**config.mk**
```make
export PLATFORM = sky130hd
export DESIGN_NAME = alimentador_programa_flat
export DESIGN_NICKNAME = d
export VERILOG_FILES = /design/src/rtl/alimentador_programa_if.sv /design/src/rtl/alimentador_programa.sv /design/src/flat_wrapper.sv
export SDC_FILE = /design/constraint.sdc
export NUM_CORES = 1
export LEC_CHECK = 0
export CORE_MARGIN = 8
export CORE_UTILIZATION = 60
export CTS_BUF_LIST = sky130_fd_sc_hd__clkbuf_16
export CTS_CLUSTER_DIAMETER = 100
export DETAILED_ROUTE_END_ITERATION = 10
export DONT_BUFFER_PORTS = 1
export PLACE_DENSITY = 0.82
export SLEW_MARGIN = 20
export SYNTH_ARGS = -nofsm -noshare
export SYNTH_HDL_FRONTEND = slang
export SYNTH_SLANG_ARGS = --single-unit
```
**constraint.sdc**
```tcl
create_clock -name i_clk -period 10.4 [get_ports i_clk]
set_input_delay 0.52 -clock i_clk [delete_from_list [all_inputs] [get_ports i_clk]]
set_output_delay 0.52 -clock i_clk [all_outputs]
set_load 0.02 [all_outputs]
```
**src/rtl/alimentador_programa_if.sv**
```systemverilog
// Feeder bundle: program loader side, processor DIN/Run/Done side and status.
// master = feeder, slave = loader/processor (or bench).
interface alimentador_programa_if #(parameter int AW = 4);
  logic          prog_we;
  logic [AW-1:0] prog_addr;
  logic [15:0]   prog_data;
  logic [AW:0]   prog_len;
  logic          start;
  logic          Done;
  logic [15:0]   BusWires;
  logic [15:0]   DIN;
  logic          Run;
  logic          busy;
  logic          finished;
  logic [7:0]    instr_count;
  logic [15:0]   last_bus;
  logic          timeout_err;

  modport master (
    input  prog_we, prog_addr, prog_data, prog_len, start, Done, BusWires,
    output DIN, Run, busy, finished, instr_count, last_bus, timeout_err
  );
  modport slave (
    output prog_we, prog_addr, prog_data, prog_len, start, Done, BusWires,
    input  DIN, Run, busy, finished, instr_count, last_bus, timeout_err
  );
endinterface

```
**src/rtl/alimentador_programa.sv**
```systemverilog
// Program feeder for processador_multiciclo: issues stored words on DIN/Run, one per Done.
// Optional Done watchdog enabled by defining FEEDER_TIMEOUT_EN.
module alimentador_programa #(
  parameter int DEPTH   = 16,
  parameter int AW      = 4,
  parameter int TIMEOUT = 64
) (
  input logic                   i_clk,
  input logic                   i_rst,
  alimentador_programa_if.master bus
);
  typedef enum logic [2:0] {S_IDLE, S_ISSUE, S_WAIT, S_IMM, S_FINISH} state_t;

  state_t      r_state;
  logic [15:0] r_mem [DEPTH];
  logic [AW:0] r_pc, r_len;
  logic [15:0] r_din, r_last;
  logic        r_run, r_busy, r_finished, r_terr;
  logic [7:0]  r_cnt;

  logic [AW:0] w_pc1, w_npc, w_clamp;
  logic [15:0] w_cur, w_imm, w_nxt;

  assign w_pc1   = r_pc + (AW+1)'(1);
  // After Done, mvi consumes its immediate word as well
  assign w_npc   = (r_state == S_IMM) ? r_pc + (AW+1)'(2) : w_pc1;
  assign w_cur   = r_mem[r_pc[AW-1:0]];
  assign w_imm   = (w_pc1 < r_len) ? r_mem[w_pc1[AW-1:0]] : 16'h0000;
  assign w_nxt   = r_mem[w_npc[AW-1:0]];
  assign w_clamp = (bus.prog_len > (AW+1)'(DEPTH)) ? (AW+1)'(DEPTH) : bus.prog_len;

  always_ff @(posedge i_clk) begin
    if (bus.prog_we && r_state == S_IDLE) r_mem[bus.prog_addr] <= bus.prog_data;
  end

`ifdef FEEDER_TIMEOUT_EN
  logic [15:0] r_wd;
`endif

  always_ff @(posedge i_clk) begin
    if (i_rst) begin
      r_state    <= S_IDLE;
      r_din      <= '0;
      r_last     <= '0;
      r_run      <= 1'b0;
      r_busy     <= 1'b0;
      r_finished <= 1'b0;
      r_terr     <= 1'b0;
      r_cnt      <= '0;
      r_pc       <= '0;
      r_len      <= '0;
`ifdef FEEDER_TIMEOUT_EN
      r_wd       <= '0;
`endif
    end else begin
      r_run      <= 1'b0;
      r_finished <= 1'b0;
      case (r_state)
        S_IDLE: begin
          r_din <= '0;
          if (bus.start) begin
            r_busy <= 1'b1;
            if (bus.prog_len == '0) begin
              r_state    <= S_FINISH;
              r_finished <= 1'b1;
            end else begin
              r_len   <= w_clamp;
              r_pc    <= '0;
              r_cnt   <= '0;
              r_state <= S_ISSUE;
              r_run   <= 1'b1;
              r_din   <= r_mem[0];
            end
          end
        end
        S_ISSUE: begin
`ifdef FEEDER_TIMEOUT_EN
          r_wd <= '0;
`endif
          if (w_cur[8:6] == 3'b001) begin
            r_state <= S_IMM;
            r_din   <= w_imm;
          end else begin
            r_state <= S_WAIT;
            r_din   <= w_cur;
          end
        end
        S_WAIT, S_IMM: begin
          if (bus.Done) begin
            r_last <= bus.BusWires;
            r_cnt  <= r_cnt + 8'd1;
            r_pc   <= w_npc;
            if (w_npc < r_len) begin
              r_state <= S_ISSUE;
              r_run   <= 1'b1;
              r_din   <= w_nxt;
            end else begin
              r_state    <= S_FINISH;
              r_finished <= 1'b1;
              r_din      <= '0;
            end
          end
`ifdef FEEDER_TIMEOUT_EN
          else if (r_wd == 16'(TIMEOUT - 1)) begin
            r_terr     <= 1'b1;
            r_state    <= S_FINISH;
            r_finished <= 1'b1;
            r_din      <= '0;
          end else begin
            r_wd <= r_wd + 16'd1;
          end
`endif
        end
        S_FINISH: begin
          r_state <= S_IDLE;
          r_busy  <= 1'b0;
          r_din   <= '0;
        end
        default: r_state <= S_IDLE;
      endcase
    end
  end

`ifdef FEEDER_TIMEOUT_EN
  assign bus.timeout_err = r_terr;
`else
  logic w_unused_timeout;
  assign w_unused_timeout = ^TIMEOUT ^ r_terr;
  assign bus.timeout_err  = 1'b0;
`endif

  assign bus.DIN         = r_din;
  assign bus.Run         = r_run;
  assign bus.busy        = r_busy;
  assign bus.finished    = r_finished;
  assign bus.instr_count = r_cnt;
  assign bus.last_bus    = r_last;
endmodule

```
**src/flat_wrapper.sv**
```systemverilog
// flat-port wrapper written by rule: the top's interface ports become plain ports
module alimentador_programa_flat 
#(
  parameter int DEPTH   = 16,
  parameter int AW      = 4,
  parameter int TIMEOUT = 64
)
  (i_clk, i_rst, bus_prog_we, bus_prog_addr, bus_prog_data, bus_prog_len, bus_start, bus_Done, bus_BusWires, bus_DIN, bus_Run, bus_busy, bus_finished, bus_instr_count, bus_last_bus, bus_timeout_err);
  alimentador_programa_if #(.AW(AW)) bus_i ();
  input logic i_clk;
  input logic i_rst;
  input wire logic [$bits(bus_i.prog_we)-1:0] bus_prog_we;
  input wire logic [$bits(bus_i.prog_addr)-1:0] bus_prog_addr;
  input wire logic [$bits(bus_i.prog_data)-1:0] bus_prog_data;
  input wire logic [$bits(bus_i.prog_len)-1:0] bus_prog_len;
  input wire logic [$bits(bus_i.start)-1:0] bus_start;
  input wire logic [$bits(bus_i.Done)-1:0] bus_Done;
  input wire logic [$bits(bus_i.BusWires)-1:0] bus_BusWires;
  output wire logic [$bits(bus_i.DIN)-1:0] bus_DIN;
  output wire logic [$bits(bus_i.Run)-1:0] bus_Run;
  output wire logic [$bits(bus_i.busy)-1:0] bus_busy;
  output wire logic [$bits(bus_i.finished)-1:0] bus_finished;
  output wire logic [$bits(bus_i.instr_count)-1:0] bus_instr_count;
  output wire logic [$bits(bus_i.last_bus)-1:0] bus_last_bus;
  output wire logic [$bits(bus_i.timeout_err)-1:0] bus_timeout_err;
  assign bus_i.prog_we = bus_prog_we;
  assign bus_i.prog_addr = bus_prog_addr;
  assign bus_i.prog_data = bus_prog_data;
  assign bus_i.prog_len = bus_prog_len;
  assign bus_i.start = bus_start;
  assign bus_i.Done = bus_Done;
  assign bus_i.BusWires = bus_BusWires;
  assign bus_DIN = bus_i.DIN;
  assign bus_Run = bus_i.Run;
  assign bus_busy = bus_i.busy;
  assign bus_finished = bus_i.finished;
  assign bus_instr_count = bus_i.instr_count;
  assign bus_last_bus = bus_i.last_bus;
  assign bus_timeout_err = bus_i.timeout_err;
  alimentador_programa #(.DEPTH(DEPTH), .AW(AW), .TIMEOUT(TIMEOUT)) u_core (.i_clk(i_clk), .i_rst(i_rst), .bus(bus_i));
endmodule
```
# Yosys cells after proc, flatten, opt, wreduce, memory -nomap -nowiden
# Memory sizes are Yosys's and may differ from the RTL's. A register that Yosys moved wholly into a read port is not among the register bits.
# Index checks and enable logic that the tools add are counted.
# W data, S select, Z words.
# word_totals
ff_bits	56
mem_bits_rw	256
input_bits	46
out_inout_bits	44
elab_cells	77
n_memories	1
# memory_table
name	words	word_bits	rd	rd_clocked_by_memory_dff	write_ports	line_no	source
u_core.r_mem	16	16	4	1	1	alimentador_programa.sv:15	logic [15:0] r_mem [DEPTH];
# classes
addsub	3
magnitude_cmp	3
n_eq_ne	8
mux	39
bitwise_logic	1
n_reduce_logical	13
# op_table
cell	n
$mux W16	6
$pmux W16 S4	1
$mux W5	5
$mux W8	3
$pmux W8 S2	1
$mux W1	12
$mux W3	4
$lt A5 B5 Y1	2
$pmux W5 S2	1
$pmux W3 S3	1
$add A8 B1 Y8 const B	1
$mux W4	2
$reduce_and A2 Y1	4
$eq A3 B1 Y1 const B	2
$eq A3 B2 Y1 const B	2
$ne A2 B2 Y1 const B	3
$pmux W1 S2	3
$add A5 B1 Y5 const B	1
$add A5 B2 Y5 const B	1
$gt A5 B5 Y1 const B	1
$logic_not A5 Y1	1
$reduce_and A4 Y1	1
$reduce_bool A2 Y1	2
$reduce_bool A4 Y1	1
6 further kinds	6

# Longest topological paths before layout
# logic_depth
depth_word	6
ltp_mapped	17
ltp_nobuf	12

# Worst setup path before layout
# OpenSTA, ideal clock, no wires.
# synth_path
path_kind	register to register
from	register u_core.r_pc[0]
to	register u_core.r_din[6] (netlist: u_core.bus.DIN[6])
setup_time_ps	103
arrival_time_ps	3294
required_ps	10297
setup_slack_ps	7002
path_stages_with_launch	16
n_path_buf	6
period_less_slack_ps	3398
path_cell_list	dfxtp_1 ha_1 buf_4 buf_4 buf_2 buf_4 nand2_1 nand2_1 ha_1 o2111a_1 a221oi_2 and3_1 buf_2 buf_4 a31oi_1 a2111oi_2
# synth_via
elab_chain_cells	6
word_cells_on_any_way	11
classes_between	add/sub (2); order compare (2); mux (6); memory (1)
# synth_rtl
item	line_no	source
start, declared	alimentador_programa.sv:16	logic [AW:0] r_pc, r_len;
start signal, assigned	alimentador_programa.sv:92	r_pc <= w_npc;
$add A5 B1 Y5 or $add A5 B2 Y5 (tied branches)	alimentador_programa.sv:24, alimentador_programa.sv:26	
$mux W5	alimentador_programa.sv:26	assign w_npc = (r_state == S_IMM) ? r_pc + (AW+1)'(2) : w_pc1;
$mem_v2 Z16 W16 or $lt A5 B5 Y1 (tied branches)	-	
$mux W16	alimentador_programa.sv:93	if (w_npc < r_len) begin
$mux W16	alimentador_programa.sv:89	if (bus.Done) begin
$pmux W16 S4 (*)	alimentador_programa.sv:58	case (r_state)
end signal, assigned	alimentador_programa.sv:72	r_din <= r_mem[0];
end signal, assigned	alimentador_programa.sv:85	r_din <= w_cur;
end signal, assigned	alimentador_programa.sv:96	r_din <= w_nxt;
end, declared	alimentador_programa.sv:17	logic [15:0] r_din, r_last;
# Every way passes the cells marked *; elsewhere a longest branch is shown, timed or not. The select of a mux whose other input is x is not followed.
# A chain may end at the register's enable or synchronous reset.

# Final worst setup path
# layout_path
from	register u_core.r_state[2]
to	register u_core.r_din[12] (netlist: u_core.bus.DIN[12])
# layout_via
elab_chain_cells	6
word_cells_on_any_way	15
classes_between	order compare (1); eq/ne (5); mux (4); reduce/logical (4); memory (1)
# layout_rtl
item	line_no	source
start, declared	alimentador_programa.sv:14	state_t r_state;
start signal, assigned	alimentador_programa.sv:42	r_state <= S_IDLE;
start signal, assigned	alimentador_programa.sv:64	r_state <= S_FINISH;
start signal, assigned	alimentador_programa.sv:70	r_state <= S_ISSUE;
$eq A3 B2 Y1	alimentador_programa.sv:26, alimentador_programa.sv:58	
$mux W5	alimentador_programa.sv:26	
$mem_v2 Z16 W16 or $lt A5 B5 Y1 (tied branches)	-	
$mux W16	alimentador_programa.sv:93	
$mux W16	alimentador_programa.sv:89	
$pmux W16 S4	alimentador_programa.sv:58	
# Several ways; a longest one is shown, not always the timed one. The select of a mux whose other input is x is not followed.

==> impl_metrics.env <==
export IMPL_synth_area_top_cells="edfxtp_1 (42%), mux4_2 (12%), mux2_2 (6.9%)"
export IMPL_fp_dieH_um=190
export IMPL_cts_tree="built"
export IMPL_numCtsBuffers=34
export IMPL_final_net_count=1497
export IMPL_synth_fp_nets=1563
export IMPL_synth_cell_types=73
export IMPL_first_iter_violations=2118
export IMPL_grt_pass1_vias=14000
export IMPL_crit_fanout=82
export IMPL_end_kind="register"
export IMPL_slew_headroom=0.218
export IMPL_tns_ps=0
export IMPL_synth_top_area_frac=0.423
export IMPL_antenna_left=0
export IMPL_cts_root_buf="clkbuf_16"
export IMPL_syn_area_sq_mm=0.0182
export IMPL_post_cts_setup_buffers=0
export IMPL_seqCellArea_sq_mm=0.00890
export IMPL_core_area_sq_mm=0.0297
export IMPL_finalSetupViolCount=0
export IMPL_htreeDepth=2
export IMPL_slew_violations=0
export IMPL_clock_sinks=316
export IMPL_ys_seq_area_frac=0.489
export IMPL_finClkSkew_ps=34.2
export IMPL_pin_count=90
export IMPL_viasPerCell=7.72
export IMPL_slowest_delay_ps=780
export IMPL_leakagePower_nw=6.03
export IMPL_critical_path_cell_chain="nand4bb_4 > buf_4 > nand2_1 > ha_1 > and3b_1 > mux2i_1 > a221oi_2 > nand4bb_2 > or3_1 > o2111ai_1 > o21a_1"
export IMPL_power_density_mw_per_mm2=188
export IMPL_cts_resized=0
export IMPL_yosys_cell_count_top_type="edfxtp_1"
export IMPL_grt_pass1_wl_mm=81.4
export IMPL_clk_latency_ps=540
export IMPL_holdBufCountCts=0
export IMPL_synth_common_cells="edfxtp_1 (256), nor2_1 (149), mux2_2 (111), nand2_1 (109), mux4_2 (97)"
export IMPL_syn_inst=1506
export IMPL_dieArea_sq_mm=0.0361
export IMPL_hold_viol_final=0
export IMPL_final_instance_count_excl_fill=1857
export IMPL_synth_warnings=0
export IMPL_fillerInstances=2071
export IMPL_multi_input_area_sq_mm=0.00877
export IMPL_route_detailed_drc=0
export IMPL_rsz0062_at_grt="false"
export IMPL_synth_edff_count=256
export IMPL_cp_data_required_time_ps=10860
export IMPL_io_buffers=0
export IMPL_wirelength_mm=54.6
export IMPL_grt_max_degree=94
export IMPL_hold_path_class="in -> reg"
export IMPL_start_util=0.611
export IMPL_wl_per_cell_um=29.4
export IMPL_drtPass1Iterations=6
export IMPL_outcome="finished clean"
export IMPL_synth_ff_type="edfxtp_1"
export IMPL_die_w_um=190
export IMPL_max_cap_violations=0
export IMPL_numPlacedInstances=1794
export IMPL_ir_worst_vdd_v=0.000117
export IMPL_rows=63
export IMPL_yosys_register_bits=316
export IMPL_area_growth_pct=7.38
export IMPL_antenna_found_initial=1
export IMPL_drive_above_1_share=0.223
export IMPL_max_freq_mhz=201
export IMPL_synth_top_cell_by_area="edfxtp_1"
export IMPL_gp_congestion=0.895
export IMPL_grt_util_all_layers=0.294
export IMPL_startpoint_type="register"
export IMPL_fin_crit_sh=0.477
export IMPL_worst_pin_slew_ps=1170
export IMPL_dr_total_vias=14300
export IMPL_dpl_hpwl_mm=31.2
export IMPL_period_minus_slack_ps=4960
export IMPL_path_clk_slew_ps=70
export IMPL_cp_slowest_cell="nand4bb_2"
export IMPL_syn_area_per_cell_sq_um=12.1
export IMPL_cts_max_path_buffers=3
export IMPL_critPathKind="reg -> reg"
export IMPL_grt_overflow_total=0
export IMPL_worstPathArrival_ps=5430
export IMPL_async_reset_ff_frac=0
[area by class of cell]
cell class                 instances  share of cell area
sequential                       316               0.456
multi-input combinational       1053               0.450
clock buffer                      36              0.0462
tap                              390              0.0250
clock inverter                    25              0.0106
timing repair buffer              26              0.0102
inverter                           9             0.00173
antenna                            2            0.000257
[path summary, 6_finish.rpt]
path,from,end,slack (ps),depth (start not counted)
setup reg to reg,u_core.r_state[2]$_SDFFE_PP0P_,u_core.bus.DIN[12]$_SDFFE_PP0P_,5440,11
hold / removal,i_rst,u_core.bus.DIN[6]$_SDFFE_PP0P_,60,1
hold reg to reg,u_core.r_len[4]$_SDFFE_PP0P_,u_core.r_len[4]$_SDFFE_PP0P_,510,2
setup / recovery,u_core.r_state[2]$_SDFFE_PP0P_,u_core.bus.DIN[12]$_SDFFE_PP0P_,5440,11
[metrics by stage]
stage                     area, sq um   util  power, mW  setup WS (ps)  hold WS, ps
after floorplan                 18200      -       2.24           7000          454
after global placement          18400  0.619       2.43           5960          475
after detailed placement        18400  0.619       2.46           5830          478
after CTS                       19500  0.656       3.64           5790         46.7
after global routing            19500  0.656       3.79           5270         49.3
final                           19500  0.657       3.67           5440         58.7
[worst max-delay path, delay by kind of cell, from the launching register on]
family                   cells  cell delay (ps)
buffers and inverters        1              660
AO/OA/AOI/OAI                3              650
multiplexers                 1               90
AND/OR/NAND/NOR              5             2310
adder cells (fa/ha/maj)      1              360
flip-flops                   1              680
[cell usage in the layout (no fill, tap or decap), types with 8 or more instances in the layout]
cell	instances
nand2_1	109
inv_1	11
clkbuf_16	36
or3_1	15
dfxtp_1	56
buf_4	25
nor2_1	137
mux4_2	97
mux2i_1	80
mux2_2	111
o31a_1	8
edfxtp_1	256
a21oi_1	66
ha_1	10
o21ai_0	58
and3_1	17
nor3_1	28
o32ai_1	15
o22ai_1	87
a221oi_1	15
a211oi_1	10
nand3_1	14
o211ai_1	26
[where the power goes]
group	total [mW]	internal [mW]	switching (mW)
logic	0.890	0.371	0.519
registers	1.59	1.44	0.147
clock network	1.20	0.704	0.492
[state kept, by name, indices dropped and copies added, names as in the netlist, named ones only]
register and flops:
u_core.r_pc 5, u_core.bus.busy 1, u_core.r_len 5, u_core.r_state 3, u_core.bus.last_bus 16, u_core.bus.finished 1, u_core.bus.Run 1, u_core.bus.DIN 16
u_core.bus.instr_count 8, u_core.r_mem 256
[metal layers]
layer  global-route usage  up-vias  part of all wire
met2                0.455     1315              0.45
met3               0.0937      301              0.15
li1                     -     5862                 -
met4                0.179        0             0.065
met5                    0        -                 0
met1                0.356     6853              0.34
[kinds of logic after synthesis]
| group | Yosys count | share of synthesized area |
|---|---|---|
| AO/OA/AOI/OAI | 356 | 0.130 |
| XOR/XNOR | 11 | 0.00613 |
| adder cells (fa/ha/maj) | 11 | 0.00757 |
| buffers and inverters | 137 | 0.0357 |
| flip-flops | 316 | 0.489 |
| multiplexers | 289 | 0.234 |
| other | 1 | 0.000206 |
| AND/OR/NAND/NOR | 385 | 0.0974 |
Note: power is estimated with default switching activity, not from simulation.
